## src/rtl/cflog_tx_stream.sv

```systemverilog
// Control-flow-log streamer: captures the log pointer and serialises entries LSB-byte-first.
// Define CFLOG_TX_HEADER_EN to prefix each session with the captured pointer bytes.
module cflog_tx_stream #(
  parameter int          ENTRY_W = 16,
  parameter int          PTR_W   = 16,
  parameter logic [15:0] GAP     = 16'hFFFF
) (
  input  logic               mclk,
  input  logic               puc_rst,
  input  logic [PTR_W-1:0]   cflow_log_ptr,
  input  logic               boot,
  input  logic               flush,
  input  logic               ER_done,
  input  logic [ENTRY_W-1:0] read_val,
  output logic [PTR_W-1:0]   read_idx,
  output logic               tx_valid,
  output logic [7:0]         tx_data,
  input  logic               tx_ready,
  output logic               busy,
  output logic               done
);

  localparam int NBYTES = ENTRY_W / 8;
  localparam int CW     = 8;
`ifdef CFLOG_TX_HEADER_EN
  localparam int HBYTES = (PTR_W + 7) / 8;
  localparam int SW     = (HBYTES * 8 > ENTRY_W) ? HBYTES * 8 : ENTRY_W;
`else
  localparam int SW     = ENTRY_W;
`endif

  typedef enum logic [2:0] {
    S_IDLE,
`ifdef CFLOG_TX_HEADER_EN
    S_HDR,
`endif
    S_LOAD,
    S_SEND,
    S_GAP,
    S_DONE
  } state_t;

  state_t            state_q, state_d;
  state_t            ret_q, ret_d;
  state_t            acc_tgt;
  logic              acc;
  logic [PTR_W-1:0]  last_q, last_d;
  logic [PTR_W-1:0]  idx_q, idx_d;
  logic [SW-1:0]     shreg_q, shreg_d;
  logic [CW-1:0]     bcnt_q, bcnt_d;
  logic [15:0]       gcnt_q, gcnt_d;

  always_ff @(posedge mclk) begin
    if (puc_rst) begin
      state_q <= S_IDLE;
      ret_q   <= S_IDLE;
      last_q  <= '0;
      idx_q   <= '0;
      shreg_q <= '0;
      bcnt_q  <= '0;
      gcnt_q  <= '0;
    end else begin
      state_q <= state_d;
      ret_q   <= ret_d;
      last_q  <= last_d;
      idx_q   <= idx_d;
      shreg_q <= shreg_d;
      bcnt_q  <= bcnt_d;
      gcnt_q  <= gcnt_d;
    end
  end

  always_comb begin
    state_d = state_q;
    ret_d   = ret_q;
    last_d  = last_q;
    idx_d   = idx_q;
    shreg_d = shreg_q;
    bcnt_d  = bcnt_q;
    gcnt_d  = gcnt_q;
    acc     = 1'b0;
    acc_tgt = S_SEND;
    unique case (state_q)
      S_IDLE: begin
        if (boot | flush | ER_done) last_d = cflow_log_ptr;
        if (flush | ER_done) begin
          idx_d = '0;
`ifdef CFLOG_TX_HEADER_EN
          shreg_d = SW'(cflow_log_ptr);
          bcnt_d  = '0;
          state_d = S_HDR;
`else
          state_d = S_LOAD;
`endif
        end
      end
`ifdef CFLOG_TX_HEADER_EN
      S_HDR: begin
        if (tx_ready) begin
          shreg_d = shreg_q >> 8;
          acc     = 1'b1;
          if (bcnt_q == CW'(HBYTES - 1)) begin
            acc_tgt = S_LOAD;
          end else begin
            bcnt_d  = bcnt_q + 1'b1;
            acc_tgt = S_HDR;
          end
        end
      end
`endif
      S_LOAD: begin
        shreg_d = SW'(read_val);
        bcnt_d  = '0;
        state_d = S_SEND;
      end
      S_SEND: begin
        if (tx_ready) begin
          if (bcnt_q != CW'(NBYTES - 1)) begin
            shreg_d = shreg_q >> 8;
            bcnt_d  = bcnt_q + 1'b1;
            acc     = 1'b1;
            acc_tgt = S_SEND;
          end else if (idx_q == last_q) begin
            // equality, not magnitude: an all-ones pointer must not wrap
            state_d = S_DONE;
          end else begin
            idx_d   = idx_q + 1'b1;
            acc     = 1'b1;
            acc_tgt = S_LOAD;
          end
        end
      end
      S_GAP: begin
        if (gcnt_q == GAP - 16'd1) begin
          gcnt_d  = '0;
          state_d = ret_q;
        end else begin
          gcnt_d = gcnt_q + 16'd1;
        end
      end
      S_DONE:  state_d = S_IDLE;
      default: state_d = S_IDLE;
    endcase
    if (acc) begin
      if (GAP == 16'd0) begin
        state_d = acc_tgt;
      end else begin
        state_d = S_GAP;
        ret_d   = acc_tgt;
        gcnt_d  = '0;
      end
    end
  end

`ifdef CFLOG_TX_HEADER_EN
  assign tx_valid = (state_q == S_SEND) || (state_q == S_HDR);
`else
  assign tx_valid = (state_q == S_SEND);
`endif
  assign tx_data  = tx_valid ? shreg_q[7:0] : 8'h00;
  assign busy     = (state_q != S_IDLE) && (state_q != S_DONE);
  assign done     = (state_q == S_DONE);
  assign read_idx = idx_q;

endmodule
```

## config.mk

```make
export PLATFORM = sky130hd
export DESIGN_NAME = cflog_tx_stream
export DESIGN_NICKNAME = d
export VERILOG_FILES = /design/src/rtl/cflog_tx_stream.sv
export SDC_FILE = /design/constraint.sdc
export NUM_CORES = 1
export LEC_CHECK = 0
export BUFFER_PORTS_ARGS = -buffer_cell sky130_fd_sc_hd__buf_4
export CORE_AREA = 3 3 83 85
export CTS_CLUSTER_SIZE = 14
export DETAILED_ROUTE_END_ITERATION = 6
export DIE_AREA = 0 0 86 88
export GPL_ROUTABILITY_DRIVEN = 0
export PLACE_DENSITY = 0.83
export REMOVE_ABC_BUFFERS = 1
export SKIP_LAST_GASP = 1
export SLEW_MARGIN = 30
export SYNTH_ARGS = -nofsm -noshare
export SYNTH_HDL_FRONTEND = slang
export SYNTH_SLANG_ARGS = --single-unit
```

## constraint.sdc

```tcl
create_clock -name mclk -period 4.9 [get_ports mclk]
set_clock_uncertainty 0.1 [all_clocks]
set_input_delay 0.245 -clock mclk [delete_from_list [all_inputs] [get_ports mclk]]
set_output_delay 0.245 -clock mclk [all_outputs]
set_load 0.005 [all_outputs]
```

* After elaboration in Yosys (flattened, before gate mapping)
Index checks and enable logic that the tools add are counted.
** Cells by class
- Bitwise operators :: 3
- Equality and inequality tests :: 20
- Multiplexer cells :: 28
- Reductions and logical operators :: 11
- Add/subtract/negate cells :: 3
** Operators by type and width (number)
- 2-to-1 mux 16 bit :: 7
- case mux 16 bit (2 select lines) :: 2
- adder 16 x 1 -> 16 bit (second input constant) :: 2
- 2-to-1 mux 8 bit :: 3
- equality test 16 bit :: 1
- equality test 16 bit (second input constant) :: 1
- case mux 8 bit (2 select lines) :: 1
- 2-to-1 mux 3 bit :: 5
- AND reduction 5 bit :: 3
- inequality test 3 bit (second input constant) :: 4
- case mux 3 bit (4 select lines) :: 1
- 2-to-1 mux 2 bit :: 5
- adder 8 x 1 -> 8 bit (second input constant) :: 1
- inequality test 2 bit (second input constant) :: 4
- inequality test 8 x 1 -> 1 bit (second input constant) :: 1
- equality test 3 x 2 -> 1 bit (second input constant) :: 2
- inequality test 2 x 1 -> 1 bit (second input constant) :: 3
- inequality test 3 x 1 -> 1 bit (second input constant) :: 2
- 2-to-1 mux 1 bit :: 4
- nonzero test 2 bit :: 2
- equality test 3 x 1 -> 1 bit (second input constant) :: 1
- equality test 3 bit (second input constant) :: 1
- logical NOT 3 bit :: 1
- OR 1 bit :: 3
- other kinds (5) :: 5
** Word-level totals
- Logic and storage cells :: 73
- Register bits :: 78
- Input bits :: 38
- Output and inout port bits :: 27

* Depth between registers and ports, before layout
Gate-level depths: netlist of the first run.
- Word-level depth :: 7
- Gate-level depth with buffers :: 9
- Mapped depth without buffers :: 7

* Least setup slack after synthesis of the first run
No wires, ideal clock.
- Path kind :: reg-to-reg
- From :: reg bcnt_q[0]
- To :: reg idx_q[10], in the netlist read_idx[10]
- Library setup time :: 70 ps
- Data required time :: 4730 ps
- Buffers on the path :: 1
- Data arrival time :: 2157 ps
- Path slack :: 2573 ps
- Cell stages (with the launch flop) :: 7
- Clock period less this slack :: 2327 ps
- Cell sequence :: dfxtp_1 ha_1 or4b_4 or3_4 buf_6 or4_1 a21oi_1
** On the way
- Longest elaborated chain between the ends :: 3
** RTL lines
- start, declared :: RTL line 50 : logic [CW-1:0] bcnt_q, bcnt_d;
- start signal, assigned :: RTL line 68 : bcnt_q <= bcnt_d;
- inequality test 8 x 1 -> 1 bit :: RTL line 118 : if (bcnt_q != CW'(NBYTES - 1)) begin
- inequality test 2 bit (no source line)
- AND reduction 5 bit (no source line)
- end signal, assigned :: RTL line 66 : idx_q <= idx_d;
- end, declared :: RTL line 48 : logic [PTR_W-1:0] idx_q, idx_d;
Every way passes these cells.
A chain may end at the register's enable or synchronous reset.

* Worst setup path after layout of the first run
- From :: reg bcnt_q[0]
- To :: reg idx_q[5], in the netlist read_idx[5]
The elaborated chain is that of the path after synthesis.

==> out/metrics.cfg, run 1 <==
[floorplan]
die_h_um = 88
rows = 29
io_pins = 65
core_area_mm2 = 0.00628
die-area_mm2 = 0.00757
die_x_um = 86
start_util_pct = 59.0

[power_and_ir_drop]
p_leak_nw = 1.60
power_density_mw_per_mm2 = 322
total_power_mw = 1.41
combPwrFrac_pct = 20.3
switchingPower_mw = 0.437
max-vdd-ir-drop_mv = 0.264
p_int_mw = 0.972
p_seq_share_pct = 50.0
clkPwrFrac_pct = 29.7
switching_share_pct = 31.0

[setup_path]
crit_family = simple AND/OR/NAND/NOR gates
arrival_ns = 2.63
required_ns = 5.08
crit_slowest_cell = or3_4
reg2reg_to = read_idx[5]
endpoint = read_idx[5]
rrSetupSlack_ns = 2.45
path_buf_inv = 0
critical_path_depth = 5
worst-setup-path-type = reg -> reg
path_cells = ha_1, or4b_4, or3_4, or4_1, a21oi_1
crit_fanout = 23
rr_worst_depth = 5
crit_path_max_incr_delay_ns = 0.51
r2r-start = bcnt_q[0]
startpoint = bcnt_q[0]
cp-start-kind = register
cp-end-kind = register

[clock_network]
cts-resized-gates = 0
path_clk_slew_ns = 0.08
cts_root_buf = clkbuf_8
clk_path_buf_depth = 2
numCtsBuffers = 9
cts_tree = built
hold_buffers = 0
cts.sinks = 77
htreeDepth = 3
insertion_delay_ns = 0.35
cts_setup_buffers = 0

[layout]
nNetsFinal = 539
synthToLayoutAreaGrowth_pct = 18.4
drive_gt1_share_pct = 18.8
diodes = 0
fin_util_pct = 69.8

[yosys]
ys_top_cells_by_count = dfxtp_1 (77), nand2_1 (55), nor2_1 (45), a21oi_1 (38), clkbuf_1 (25)
netlist_area_mm2 = 0.00370
synth_edf_count = 0
ys.flop_type = dfxtp_1
syn_inst = 444
synth_seq_cells = 77
synth_top_area_share_pct = 41.6
yosysWarnings = 0
synth_compound_gate_area_share_pct = 16.3
synth_xor_area_share_pct = 7.10
yosys-top-cells-area = dfxtp_1 (42%), nand2_1 (5.6%), xnor2_1 (5.2%)
async_flop_share_pct = 0
synth_top_family_by_area = simple AND/OR/NAND/NOR gates
synth.largest_area_cell = dfxtp_1
synthAdderAreaFrac_pct = 1.69
yosys.area_share.simple_pct = 27.0
yosysUniqueCellTypes = 46
synth_most_common_cell = dfxtp_1
synthMuxAreaShare_pct = 2.74
syn_avg_cell_area_um2 = 8.34
yosysSeqAreaShare_pct = 41.6

[flow_run]
maxCapViolations = 0

[drt]
dr.pass1.iters = 5
drt_iter0_drc = 171
postRouteWirelength_um = 8510
ant_nets = 0
avgViaCountPerCell = 5.84
drt-wirelength-per-cell_um = 14.7
drc = 0
num_vias = 3377

[timing]
setup_viol = 0
worst_slew_pin_slew_ns = 0.744
fmax_mhz = 407
tns_ns = 0
slew_violations = 0
finalCritPeriodShare_pct = 50.1
period_minus_slack_ns = 2.45
report.final.hold_viol_count = 0
slew_headroom_pct = 50.4
rsz0062_at_grt = no

[grt]
first_global_vias = 3124
track_usage_pct = 23.6
grt_pass1_wl_um = 14200
grt_max_degree = 47
antenna_found_initial = 0
overflow = 0

[place]
io_buffers = 64
place_hpwl_um = 6020

[hold_path]
hold-path-cell-count = 3
hp-class = in -> reg

[run_status]
status = completed

how the worst min path moves through the flow:
stage	from	endpoint	slack (ns)
floorplan	puc_rst	bcnt_q[1]	0.21
global placement	last_q[5]	last_q[5]	0.35
detailed placement	last_q[0]	last_q[0]	0.36
CTS	cflow_log_ptr[2]	last_q[2]	0.02
global route	cflow_log_ptr[10]	last_q[10]	0.02
finish	read_val[11]	shreg_q[11]	0.03
state kept, by name, summed over array words and instances (netlist names):
signal	flops
gcnt_q	16
last_q	16
read_idx	16
shreg_q	16
bcnt_q	8
state_q	3
ret_q	2
power by group through the flow:
stage / clock network, mW / registers [mW] / logic [mW]
3_5_place_dp: 0 / 0.718 / 0.289
6_report: 0.418 / 0.705 / 0.285
5_1_grt: 0.453 / 0.712 / 0.322
3_3_place_gp: 0 / 0.716 / 0.276
4_1_cts: 0.427 / 0.705 / 0.289
2_1_floorplan: 0 / 0.710 / 0.186
cell usage in the layout, fill, tap and decap left out, drive strengths merged, types with 2 or more instances in the layout:
| cell | instances |
|---|---|
| o21a | 2 |
| clkinv | 5 |
| or2 | 3 |
| xor2 | 8 |
| buf | 67 |
| or3 | 6 |
| nor4 | 5 |
| clkbuf | 10 |
| nor3b | 3 |
| a22oi | 8 |
| nand2 | 55 |
| a21o | 3 |
| mux2i | 9 |
| o21ai | 8 |
| o31ai | 12 |
| dfxtp | 77 |
| nand4 | 17 |
| a211oi | 10 |
| nand3 | 14 |
| a21oi | 38 |
| nand2b | 2 |
| nor2 | 45 |
| and3 | 3 |
| nor3 | 4 |
| nand3b | 3 |
| o211ai | 7 |
| or4 | 16 |
| a31oi | 2 |
| and2 | 12 |
| ha | 5 |
| xnor2 | 22 |
| inv | 7 |
final cells by class:
cell class | count | area (um2)
clock buffer | 10 | 128
clock inverter | 6 | 40.0
fill | 510 | 1900
inverter | 7 | 26.3
multi-input combinational | 334 | 2050
sequential | 77 | 1540
tap | 77 | 96.3
timing repair buffer | 67 | 503
metrics by stage:
step	setup WS [ns]	hold WS (ns)	cell area, um2	std cells
final	2.45	0.0319	4380	578
after global routing	2.32	0.0203	4380	578
after CTS	2.45	0.0170	4380	578
after detailed placement	2.47	0.362	4210	562
after global placement	2.44	0.355	4210	562
after floorplan	0.401	0.214	3600	418
metal layers:
layer  routed length [um]  up-vias  GRT usage, %
met3                  497       10          5.55
met4                   83        0          7.77
met5                    0        -             0
met2                 4310      101          40.9
met1                 3620     1570          29.0
li1                     -     1696             -
cell families after synthesis:
family,after synthesis
flip-flops,77
XOR/XNOR,30
adder cells (fa/ha/maj),5
AO/OA/AOI/OAI,95
multiplexers,10
buffers and inverters,33
AND/OR/NAND/NOR,194
worst min-delay path: cells and delay by family:
family | cells | cell delay [ns]
buffers and inverters | 1 | 0.08
AND/OR/NAND/NOR | 1 | 0.07
AO/OA/AOI/OAI | 1 | 0.05
(Power assumes the default switching activity.)
==> run 2: changes to the inputs <==
CORE_AREA = 3 3 91 93   (was 3 3 83 85)
DIE_AREA = 0 0 94 96   (was 0 0 86 88)
PLACE_DENSITY = 0.73   (was 0.83)
clock period = 2.15 ns   (was 4.9 ns; I/O delays follow)
==> run 2 against run 1 <==
  * The flow now finishes with violations (setup timing)
  * Sequential share of layout area is 4.9 points lower
  * Critical path type unchanged
  * Critical endpoint is now read_idx[11]
  * Core utilization is 2.8 points lower
  * Clock power grew to 2.9 times the previous value
  * Final cell count is 15% higher
==> out/metrics.cfg, run 2 (same netlist as run 1, synthesis figures left out) <==
[layout]
multi_input_area_mm2 = 0.00215  ; +5.2%
nFillCells = 609  ; +19%
drive_gt1_share_pct = 25.2  ; +6.5 points
seqCellArea_mm2 = 0.00154  ; +0.16%
final_cell_mix = buf_4 (92), dfxtp_1 (75), nand2_1 (55)
final_common_cell = buf_4
diodes = 0  ; unchanged
nNetsFinal = 601  ; +12%
final_cell_area_mm2 = 0.00510  ; +16%
synthToLayoutAreaGrowth_pct = 37.8

[timing]
worst_slew_pin_slew_ns = 0.495  ; -0.249 ns
period_minus_slack_ns = 2.21  ; -0.242 ns
fmax_mhz = 452  ; +11%
rsz0062_at_grt = yes
slew_headroom_pct = 67.0  ; +17 points
layout_setup_ws_ns = -0.0633  ; -2.51 ns
finalCritPeriodShare_pct = 103  ; +53 points
slew_violations = 0  ; unchanged
setup_viol = 8  ; +8
report.final.hold_viol_count = 0  ; unchanged
fin_hold_ws_ns = 0.0153  ; -0.0166 ns

[clock_network]
path_clk_slew_ns = 0.08  ; about the same
htreeDepth = 3  ; unchanged
insertion_delay_ns = 0.35  ; about the same
cts.sinks = 77  ; unchanged
clk_path_buf_depth = 2  ; unchanged
numCtsBuffers = 9  ; unchanged
cts_root_buf = clkbuf_8
cts_tree = built

[setup_path]
required_ns = 2.34  ; -2.74 ns
crit_fanout = 5  ; -78%
cp-start-kind = register
worst-setup-path-type = reg -> reg
cp-end-kind = register
arrival_ns = 2.41  ; -0.22 ns

[grt]
overflow = 0  ; unchanged
first_global_vias = 3513  ; +12%
grt_max_degree = 47  ; unchanged
track_usage_pct = 22.3  ; -1.3 points
grt_pass1_wl_um = 16100  ; +13%
antenna_found_initial = 0  ; unchanged

[floorplan]
start_util_pct = 48.7  ; -10 points
die_h_um = 96  ; +9.1%
die-area_mm2 = 0.00902  ; +19%
die_x_um = 94  ; +9.3%
core_area_mm2 = 0.00761  ; +21%
rows = 32  ; +10%
io_pins = 65  ; unchanged

[flow_run]
maxCapViolations = 0  ; unchanged

[drt]
drt-wirelength-per-cell_um = 15.1  ; +2.2%
postRouteWirelength_um = 10000  ; +18%
num_vias = 3731  ; +10%
ant_nets = 0  ; unchanged
drc = 0  ; unchanged
avgViaCountPerCell = 5.61  ; -4.0%
drt_iter0_drc = 217  ; +27%
dr.pass1.iters = 4  ; -1

[run_status]
violations = setup timing
status = finished, violations left

[place]
post_dp_cell_area_mm2 = 0.00445  ; +5.7%
io_buffers = 64  ; unchanged
place_hpwl_um = 6470  ; +7.6%

[power_and_ir_drop]
p_int_mw = 2.58  ; +160%
p_leak_nw = 1.92  ; +20%
combPwrFrac_pct = 22.9  ; +2.6 points
max-vdd-ir-drop_mv = 0.425  ; +61%
clkPwrFrac_pct = 33.1  ; +3.4 points
switchingPower_mw = 1.07  ; +140%
p_seq_share_pct = 44.0  ; -6.0 points
switching_share_pct = 29.3  ; -1.7 points
power_density_mw_per_mm2 = 715  ; +120%

[hold_path]
hp-class = in -> reg

-- run 2: cell types whose count changed in the layout (fill, tap and decap cells not counted), moves of 3 or more --
| cell | delta |
|---|---|
| buf_4 | +25 |
| a21oi_2 | +5 |
| a21oi_1 | -6 |
| dlygate4sd3_1 | +29 |
| or3_4 | +3 |
-- run 2: through the flow --
| step | std cells | worst slack [ns] | power (mW) | util (%) | TNS (ns) |
|---|---|---|---|---|---|
| 6_report | 665 | -0.0633 | 3.64 | 67.0 | -0.348 |
| 5_1_grt | 665 | -0.119 | 3.82 | 67.0 | -1.21 |
| 4_1_cts | 662 | -0.0512 | 3.61 | 66.0 | -0.368 |
| 3_5_place_dp | 614 | -0.128 | 2.36 | 58.5 | -1.11 |
| 3_3_place_gp | 614 | -0.0851 | 2.34 | 58.5 | -0.721 |
| 2_1_floorplan | 418 | -2.35 | 2.04 | - | -71.58 |
-- run 2: final cells by class --
| cell class | count | share of cell area, % |
|---|---|---|
| repair buffers | 126 | 20.3 |
| clock buffers | 10 | 2.50 |
| flip-flops and latches | 77 | 30.3 |
| clock inverters | 6 | 1.72 |
| well taps | 102 | 2.50 |
| multi-input cells | 337 | 42.2 |
| inverters | 7 | 0.515 |
-- run 2: timing repair --
action,CTS,global route
hold endpoints to repair,29,0
hold buffers,29,0
gates resized for setup,9,15
endpoints found under the setup margin,12,22
buffers inserted,1,0
pin swaps,9,9
gates cloned,2,3
-- run 2: critical path, stage by stage, from the launching register on --
cell and delay (ns):
dfxtp_2 0.33, inv_2 0.06, ha_4 0.11, or4b_4 0.50
or3_4 0.44, or4_1 0.47, a21oi_1 0.14
-- run 2: worst paths after layout --
| path | end | from | slack [ns] | cells past startpoint |
|---|---|---|---|---|
| max reg2reg | read_idx[11] | bcnt_q[1] | -0.06 | 6 |
| max | read_idx[11] | bcnt_q[1] | -0.06 | 6 |
| min | shreg_q[2] | read_val[2] | 0.02 | 3 |
| min reg2reg | last_q[4] | last_q[4] | 0.37 | 2 |
-- run 2: power groups by stage --
stage,Sequential [mW],Combinational (mW),Clock [mW]
finish,1.60,0.836,1.21
global route,1.62,0.922,1.28
global placement,1.63,0.712,0
CTS,1.60,0.784,1.22
detailed placement,1.63,0.725,0
floorplan,1.62,0.423,0
-- run 2: layer usage --
metal | wire length (um) | global-route usage (%)
met1 | 4260 | 27.1
met2 | 5010 | 39.3
met3 | 602 | 4.22
met4 | 141 | 8.18
met5 | 0 | 0
